==> src/rtl/vram_scheduler.sv <==
// Slot scheduler for the 8-bit video SRAM: posts CPU word writes as two byte
// beats in fixed windows (P0-P2, P3-P5) and runs one video fetch in P7.
module vram_scheduler #(
    parameter int DEPTH = 4,
    parameter int AW    = 15
) (
    input  logic                       VCLK,
    input  logic                       Reset,
    input  logic                       LineStart,
    input  logic                       WrReq,
    input  logic [AW-1:0]              WrAddr,
    input  logic [15:0]                WrData,
    input  logic [1:0]                 WrBE,
    input  logic [AW-1:0]              FetchAddr,
    input  logic                       FetchHi,
    input  logic                       FetchEn,
    input  logic                       OvfClr,
    output logic [2:0]                 Phase,
    output logic [AW-1:0]              RA,
    output logic                       nRCS0,
    output logic                       nRCS1,
    output logic                       nRWE,
    output logic                       nROE,
    output logic [7:0]                 RDout,
    output logic                       RDOE,
    output logic                       FetchStrobe,
    output logic [$clog2(DEPTH):0]     WrCount,
    output logic                       WrOvf
);
    localparam int PW = $clog2(DEPTH);
    localparam int CW = PW + 1;

    typedef enum logic [2:0] {P0, P1, P2, P3, P4, P5, P6, P7} phase_t;

    typedef struct packed {
        logic [AW-1:0] addr;
        logic [15:0]   data;
        logic [1:0]    be;
    } ent_t;

    phase_t        phase_q, phase_d;
    ent_t          mem_q [DEPTH];
    ent_t          new_ent, head, head_d;
    logic [PW-1:0] rd_ptr_q, rd_ptr_d, wr_ptr_q, wr_ptr_d;
    logic [CW-1:0] count_q, count_d;
    logic          ovf_q, ovf_d, armed_q, armed_d, push, pop;
    logic [AW-1:0] ra_q, ra_d;
    logic          cs0_q, cs0_d, cs1_q, cs1_d, we_q, we_d, oe_q, oe_d;
    logic [7:0]    rdout_q, rdout_d;
    logic          rdoe_q, rdoe_d, strobe_q, strobe_d;

    always_comb begin
        new_ent  = '{addr: WrAddr, data: WrData, be: WrBE};
        head     = mem_q[rd_ptr_q];
        pop      = armed_q && (phase_q == P2 || phase_q == P5) && !LineStart;
        push     = WrReq && (count_q < CW'(DEPTH) || pop);
        count_d  = count_q + CW'(push) - CW'(pop);
        rd_ptr_d = rd_ptr_q + PW'(pop);
        wr_ptr_d = wr_ptr_q + PW'(push);
        ovf_d    = (WrReq && !push) ? 1'b1 : (OvfClr ? 1'b0 : ovf_q);
        // An empty queue after the pop means the incoming word becomes head
        head_d   = (count_q == CW'(pop)) ? new_ent : mem_q[rd_ptr_d];
        phase_d  = LineStart ? P0 : phase_t'(phase_q + 3'd1);

        armed_d  = armed_q;
        ra_d     = ra_q;
        rdout_d  = rdout_q;
        cs0_d    = 1'b1;
        cs1_d    = 1'b1;
        we_d     = 1'b1;
        oe_d     = 1'b1;
        rdoe_d   = 1'b0;
        strobe_d = 1'b0;

        unique case (phase_d)
            P0, P3: begin
                armed_d = (count_d != '0);
                rdoe_d  = (phase_d == P3);
                if (count_d != '0) ra_d = head_d.addr;
            end
            P1, P4: begin
                if (armed_q) begin
                    cs0_d   = ~head.be[0];
                    we_d    = 1'b0;
                    rdout_d = head.data[7:0];
                    rdoe_d  = 1'b1;
                end
            end
            P2, P5: begin
                if (armed_q) begin
                    cs1_d   = ~head.be[1];
                    we_d    = 1'b0;
                    rdout_d = head.data[15:8];
                    rdoe_d  = 1'b1;
                end
            end
            P6: armed_d = 1'b0;
            P7: begin
                armed_d = 1'b0;
                ra_d    = FetchAddr;
                if (FetchEn) begin
                    oe_d     = 1'b0;
                    cs0_d    = FetchHi;
                    cs1_d    = ~FetchHi;
                    strobe_d = 1'b1;
                end
            end
        endcase
    end

    always_ff @(posedge VCLK) begin
        if (Reset) begin
            phase_q  <= P0;
            ra_q     <= '0;
            cs0_q    <= 1'b1;
            cs1_q    <= 1'b1;
            we_q     <= 1'b1;
            oe_q     <= 1'b1;
            rdout_q  <= '0;
            rdoe_q   <= 1'b0;
            strobe_q <= 1'b0;
            armed_q  <= 1'b0;
            rd_ptr_q <= '0;
            wr_ptr_q <= '0;
            count_q  <= '0;
            ovf_q    <= 1'b0;
        end else begin
            phase_q  <= phase_d;
            ra_q     <= ra_d;
            cs0_q    <= cs0_d;
            cs1_q    <= cs1_d;
            we_q     <= we_d;
            oe_q     <= oe_d;
            rdout_q  <= rdout_d;
            rdoe_q   <= rdoe_d;
            strobe_q <= strobe_d;
            armed_q  <= armed_d;
            rd_ptr_q <= rd_ptr_d;
            wr_ptr_q <= wr_ptr_d;
            count_q  <= count_d;
            ovf_q    <= ovf_d;
        end
    end

    always_ff @(posedge VCLK) begin
        if (push) mem_q[wr_ptr_q] <= new_ent;
    end

    assign Phase       = phase_q;
    assign RA          = ra_q;
    assign nRCS0       = cs0_q;
    assign nRCS1       = cs1_q;
    assign nRWE        = we_q;
    assign nROE        = oe_q;
    assign RDout       = rdout_q;
    assign RDOE        = rdoe_q;
    assign FetchStrobe = strobe_q;
    assign WrCount     = count_q;
    assign WrOvf       = ovf_q;
endmodule

==> config.mk <==
export PLATFORM = sky130hd
export DESIGN_NAME = vram_scheduler
export DESIGN_NICKNAME = d
export VERILOG_FILES = /design/src/rtl/vram_scheduler.sv
export SDC_FILE = /design/constraint.sdc
export NUM_CORES = 1
export LEC_CHECK = 0
export CAP_MARGIN = 40
export CORE_ASPECT_RATIO = 1.75
export CORE_MARGIN = 4
export CORE_UTILIZATION = 50
export CTS_BUF_LIST = sky130_fd_sc_hd__clkbuf_8
export DETAILED_ROUTE_END_ITERATION = 7
export PLACE_DENSITY = 0.77
export SLEW_MARGIN = 15
export SYNTH_ARGS = -nofsm -noshare
export SYNTH_HDL_FRONTEND = slang
export SYNTH_SLANG_ARGS = --single-unit
==> constraint.sdc <==
create_clock -name VCLK -period 5.5 [get_ports VCLK]
set_input_delay 1.1 -clock VCLK [delete_from_list [all_inputs] [get_ports VCLK]]
set_output_delay 1.1 -clock VCLK [all_outputs]
set_load 0.05 [all_outputs]
==> results of run 1 <==
==> report_power, final <==
part / internal (mW) / leakage [nW] / switching (mW)
Clock: 0.428 / 0.213 / 0.496
Sequential: 1.63 / 1.55 / 0.103
Combinational: 0.445 / 1.15 / 0.705
Total: 2.51 / 2.91 / 1.30
==> cells by family (layout without fill, tap and decap cells) <==
group / Yosys count / after routing / share of synthesized area
flip-flops: 173 / 173 / 0.675
AND/OR/NAND/NOR: 94 / 94 / 0.0750
AO/OA/AOI/OAI: 63 / 63 / 0.0763
buffers and inverters: 56 / 164 / 0.0344
multiplexers: 36 / 36 / 0.109
adder cells (fa/ha/maj): 8 / 8 / 0.0152
XOR/XNOR: 7 / 7 / 0.0145
==> worst paths after layout <==
| path | to | slack [ns] | cells after the start |
|---|---|---|---|
| worst min-delay path | WrOvf$_SDFFE_PP0P_ | 0.50 | 2 |
| worst max-delay path | RA[12]$_SDFFE_PP0P_ | 0.97 | 13 |
| worst max register to register | RA[12]$_SDFFE_PP0P_ | 1.33 | 14 |
| worst min register to register | WrOvf$_SDFFE_PP0P_ | 0.50 | 2 |
==> state kept, by name, indices dropped and copies added (netlist names), 2 cells and up <==
name,cells
mem_q,132
rd_ptr_q,2
RDout,8
RA,15
wr_ptr_q,2
Phase,3
WrCount,3
==> cell type report <==
type | count | area share
Sequential cell | 173 | 0.555
Multi-Input combinational cell | 208 | 0.240
Timing Repair Buffer | 104 | 0.118
Clock buffer | 17 | 0.0271
Tap cell | 177 | 0.0257
Clock inverter | 15 | 0.0221
Inverter | 28 | 0.0122
==> worst max-delay path, cell delays in order <==
cell and delay [ns]:
clkdlybuf4s50_1 0.44, nand2b_1 0.26, o21ai_0 0.28, nand2_1 0.20, ha_1 0.32, inv_1 0.04, ha_1 0.19, fa_1 0.36
xor3_1 0.39, nor3b_2 0.17, buf_4 0.19, or2_1 0.46, o311a_1 0.45
==> layout by cell type (no fill, tap or decap), types with 14 or more instances in the layout <==
cell type	instances
o221ai_1	15
edfxtp_1	132
clkbuf_8	17
dfxtp_1	41
nor3_1	14
a21boi_0	14
inv_1	27
nand4_1	16
mux4_2	33
o311a_1	15
clkdlybuf4s50_1	90
and3_1	17
nand2_1	19
==> through the flow <==
stage,cell area [um2],power (mW)
after floorplan,7090,2.51
after CTS,8610,3.82
after detailed placement,8190,2.91
after global placement,8160,2.86
after global routing,8620,3.97
final,8620,3.81
==> metal layers <==
metal / up-vias / wire length [um] / global-route usage
li1: 1933 / - / -
met2: 195 / 8320 / 0.354
met5: - / 0 / 0
met3: 35 / 814 / 0.0387
met4: 0 / 500 / 0.0895
met1: 2172 / 5860 / 0.229
==> impl_metrics.env, run 1 <==
export IMPL_drive_above_1_share=0.169
export IMPL_post_cts_buffers=0
export IMPL_netlist_area_um2=7090
export IMPL_syn_area_per_cell_um2=16.2
export IMPL_start_kind="input port"
export IMPL_fmax_mhz=221
export IMPL_synth_edf_count=132
export IMPL_setup_ws_ns=0.967
export IMPL_tritoncts="built"
export IMPL_grt_pass1_wl_um=24500
export IMPL_rsz0062_at_grt="false"
export IMPL_synth_top_area_cell="edfxtp_1"
export IMPL_drt_pass1_iterations=5
export IMPL_timing_hold_ws_ns=0.498
export IMPL_ctsHoldBuffers=0
export IMPL_fin_util=0.620
export IMPL_drtIter0Drc=310
export IMPL_synthArstFlopShare=0
export IMPL_nFillCells=1039
export IMPL_p_leak_nw=2.91
export IMPL_drt_total_wl_um=15500
export IMPL_grt_pass1_vias=4541
export IMPL_ant_nets=0
export IMPL_drv_slew=0
export IMPL_track_usage=0.198
export IMPL_syn_nets=500
export IMPL_hpwlAfterDp_um=10200
export IMPL_setup_violations=0
export IMPL_final_hold_violation_count=0
export IMPL_drcViolationCount=0
export IMPL_ys_seq_area_frac=0.675
export IMPL_synthTopCellsByArea="edfxtp_1 56%, dfxtp_1 12%, mux4_2 10%"
export IMPL_cts_root_buf="clkbuf_8"
export IMPL_final_nets=595
export IMPL_clk_latency_ns=0.45
export IMPL_synth_main_ff_cell="edfxtp_1"
export IMPL_multi_input_area_um2=2070
export IMPL_antenna_found_initial=0
export IMPL_holdCritStartpoint="WrOvf$_SDFFE_PP0P_"
export IMPL_num_io_pins=91
export IMPL_n_antenna_cell=0
export IMPL_cts_made_buffers=17
export IMPL_ys_ff_latch=173
export IMPL_fp_dieH_um=165
export IMPL_yosysMostFrequentCell="edfxtp_1"
export IMPL_path_max_fanout=16
export IMPL_h_tree_depth=4
export IMPL_dpl_cell_count=689
export IMPL_gp_congestion=0.872
export IMPL_synth_warnings=0
export IMPL_design_die_area_um2=16200
export IMPL_synth_cells=437
export IMPL_status="complete, no violations"
export IMPL_clk_pin_slew_ns=0.09
export IMPL_vias=4335
export IMPL_ys_types=49
export IMPL_grt_max_degree=34
export IMPL_vias_per_cell=6.00
export IMPL_synth_top_area_share=0.559
export IMPL_fin_tns_setup_ns=0
export IMPL_required_ns=5.84
export IMPL_wl_per_cell_um=21.5
export IMPL_worstPathArrival_ns=4.87
export IMPL_end_kind="flip-flop"
export IMPL_port_buffers=90
export IMPL_cts_sinks=173
export IMPL_cap_viol_max_count=0
export IMPL_power_density_nw_per_um2=442
export IMPL_cts_resized=0
export IMPL_fp_coreArea_um2=13900
export IMPL_synth_common_cells="132 x edfxtp_1, 41 x dfxtp_1, 33 x mux4_2, 27 x inv_1, 19 x nand2_1"
export IMPL_register_area_um2=4780
export IMPL_worst_pin_slew_ns=0.935
export IMPL_finClkSkew_ns=0.0126
export IMPL_dieWidth_um=98.0
export IMPL_cp_startpoint="LineStart"
export IMPL_fin_crit_ns=4.53
export IMPL_finalCritPeriodShare=0.824
export IMPL_rows=57
export IMPL_post_place_ws_ns=0.515
export IMPL_crit_type="input port to flip-flop"
export IMPL_clockBufferDepth=2
export IMPL_vdd_drop_max_uv=193
export IMPL_slew_headroom=0.372
export IMPL_syn2layout_area_growth_pct=21.7
export IMPL_hp_class="flip-flop to flip-flop"
export IMPL_overflow=0
export IMPL_start_util=0.509
export IMPL_r2r_start="Phase[0]$_SDFF_PP0_"
export IMPL_final_cells=722
Note: power is estimated with default switching activity, not from simulation.
==> inputs of run 2 (changes only) <==
Settings changed: PLACE_DENSITY 0.77 to 0.8.
Clock period 5.5 ns to 4.1 ns, I/O delays scaled along.
==> impl_metrics.env, run 2 (synthesis results as in run 1) <==
export IMPL_setup_violations=0
export IMPL_timing_hold_ws_ns=0.507
export IMPL_worst_pin_slew_ns=0.794
export IMPL_drv_slew=0
export IMPL_cts_made_buffers=17
export IMPL_clk_pin_slew_ns=0.10
export IMPL_fin_util=0.623
export IMPL_clockBufferDepth=2
export IMPL_post_place_ws_ns=-0.0145
export IMPL_hpwlAfterDp_um=10300
export IMPL_cts_resized=0
export IMPL_design_die_area_um2=16200
export IMPL_finalCritPeriodShare=0.896
export IMPL_fmax_mhz=272
export IMPL_fin_tns_setup_ns=0
export IMPL_ctsHoldBuffers=0
export IMPL_grt_pass1_wl_um=23900
export IMPL_clk_latency_ns=0.47
export IMPL_slew_headroom=0.471
export IMPL_largest_reg_flops=132
export IMPL_drive_above_1_share=0.179
export IMPL_wl_per_cell_um=20.9
export IMPL_port_buffers=90
export IMPL_layout_common_cells="132 x edfxtp_1, 90 x clkdlybuf4s50_1, 41 x dfxtp_1"
export IMPL_drt_pass1_iterations=4
export IMPL_nFillCells=994
export IMPL_worstPathArrival_ns=4.03
export IMPL_rsz0062_at_grt="false"
export IMPL_grt_max_degree=34
export IMPL_fp_dieH_um=165
export IMPL_rrSetupSlack_ns=0.43
export IMPL_rows=57
export IMPL_dieWidth_um=98.0
export IMPL_tritoncts="built"
export IMPL_final_hold_violation_count=0
export IMPL_vias_per_cell=5.89
export IMPL_end_kind="flip-flop"
export IMPL_final_cells=729
export IMPL_gp_congestion=0.847
export IMPL_vias=4295
export IMPL_finClkSkew_ns=0.0159
export IMPL_start_kind="flip-flop"
export IMPL_antenna_found_initial=0
export IMPL_track_usage=0.195
export IMPL_register_area_um2=4780
export IMPL_crit_type="flip-flop to flip-flop"
export IMPL_cts_sinks=173
export IMPL_ant_nets=0
export IMPL_syn2layout_area_growth_pct=22.3
export IMPL_required_ns=4.46
export IMPL_power_density_nw_per_um2=584
export IMPL_h_tree_depth=4
export IMPL_final_common_cell="edfxtp_1"
export IMPL_p_leak_nw=2.93
export IMPL_grt_pass1_vias=4509
export IMPL_start_util=0.509
export IMPL_cap_viol_max_count=0
export IMPL_n_antenna_cell=0
export IMPL_fin_crit_ns=3.67
export IMPL_vdd_drop_max_uv=464
export IMPL_multi_input_area_um2=2090
export IMPL_cts_root_buf="clkbuf_8"
export IMPL_status="complete, no violations"
export IMPL_setup_ws_ns=0.427
export IMPL_drcViolationCount=0
export IMPL_path_max_fanout=11
export IMPL_drtIter0Drc=273
export IMPL_regMostFlops="mem_q"
export IMPL_drt_total_wl_um=15200
export IMPL_fp_coreArea_um2=13900
export IMPL_num_io_pins=91
export IMPL_final_nets=602
export IMPL_dpl_cell_count=697
export IMPL_overflow=0
export IMPL_post_cts_buffers=0
export IMPL_hp_class="flip-flop to flip-flop"
run 2: cell count changes in the layout (fill, tap and decap cells not counted), sizes merged:
| cell | before | now |
|---|---|---|
| clkinv | 4 | 7 |
| inv | 36 | 35 |
| bufinv | 2 | 0 |
| buf | 14 | 21 |
run 2: critical path, stage by stage (launching register included):
cell and delay (ns):
dfxtp_1 0.56, inv_1 0.18, ha_1 0.23, mux2i_1 0.25, o21ai_0 0.17, nand2_1 0.12
ha_1 0.13, inv_1 0.04, ha_1 0.18, fa_1 0.38, xor3_1 0.38, nor3b_2 0.18
or2_1 0.22, buf_4 0.18, o311a_1 0.35
run 2: metal layers:
metal | track usage | part of all wire | vias to the layer above
met2 | 0.346 | 0.53 | 178
met3 | 0.0471 | 0.059 | 39
met4 | 0.0945 | 0.035 | 0
li1 | - | - | 1950
met1 | 0.219 | 0.38 | 2128
met5 | 0 | 0 | -
run 2: power breakdown:
| group | internal [mW] | switching (mW) |
|---|---|---|
| sequential | 2.19 | 0.150 |
| combinational | 0.627 | 0.939 |
| clock | 0.465 | 0.687 |
| total | 3.28 | 1.78 |
run 2: path summary, 6_finish.rpt:
path / depth (start not counted) / startpoint / end
setup reg to reg: 14 / Phase[0]$_SDFF_PP0_ / RA[4]$_SDFFE_PP0P_
hold reg to reg: 2 / WrOvf$_SDFFE_PP0P_ / WrOvf$_SDFFE_PP0P_
hold / removal: 2 / WrOvf$_SDFFE_PP0P_ / WrOvf$_SDFFE_PP0P_
setup / recovery: 14 / Phase[0]$_SDFF_PP0_ / RA[4]$_SDFFE_PP0P_
run 2: per-stage QoR:
stage,total power [mW],cell area (um2)
2_1_floorplan,3.37,7100
3_3_place_gp,3.88,8250
3_5_place_dp,3.95,8260
4_1_cts,5.08,8660
5_1_grt,5.29,8660
6_report,5.06,8660
run 2: layout make-up:
cell class | count | share of cell area
Timing Repair Buffer | 111 | 0.122
Clock buffer | 17 | 0.0270
Inverter | 28 | 0.0121
Tap cell | 177 | 0.0256
Sequential cell | 173 | 0.552
Clock inverter | 15 | 0.0196
Multi-Input combinational cell | 208 | 0.241
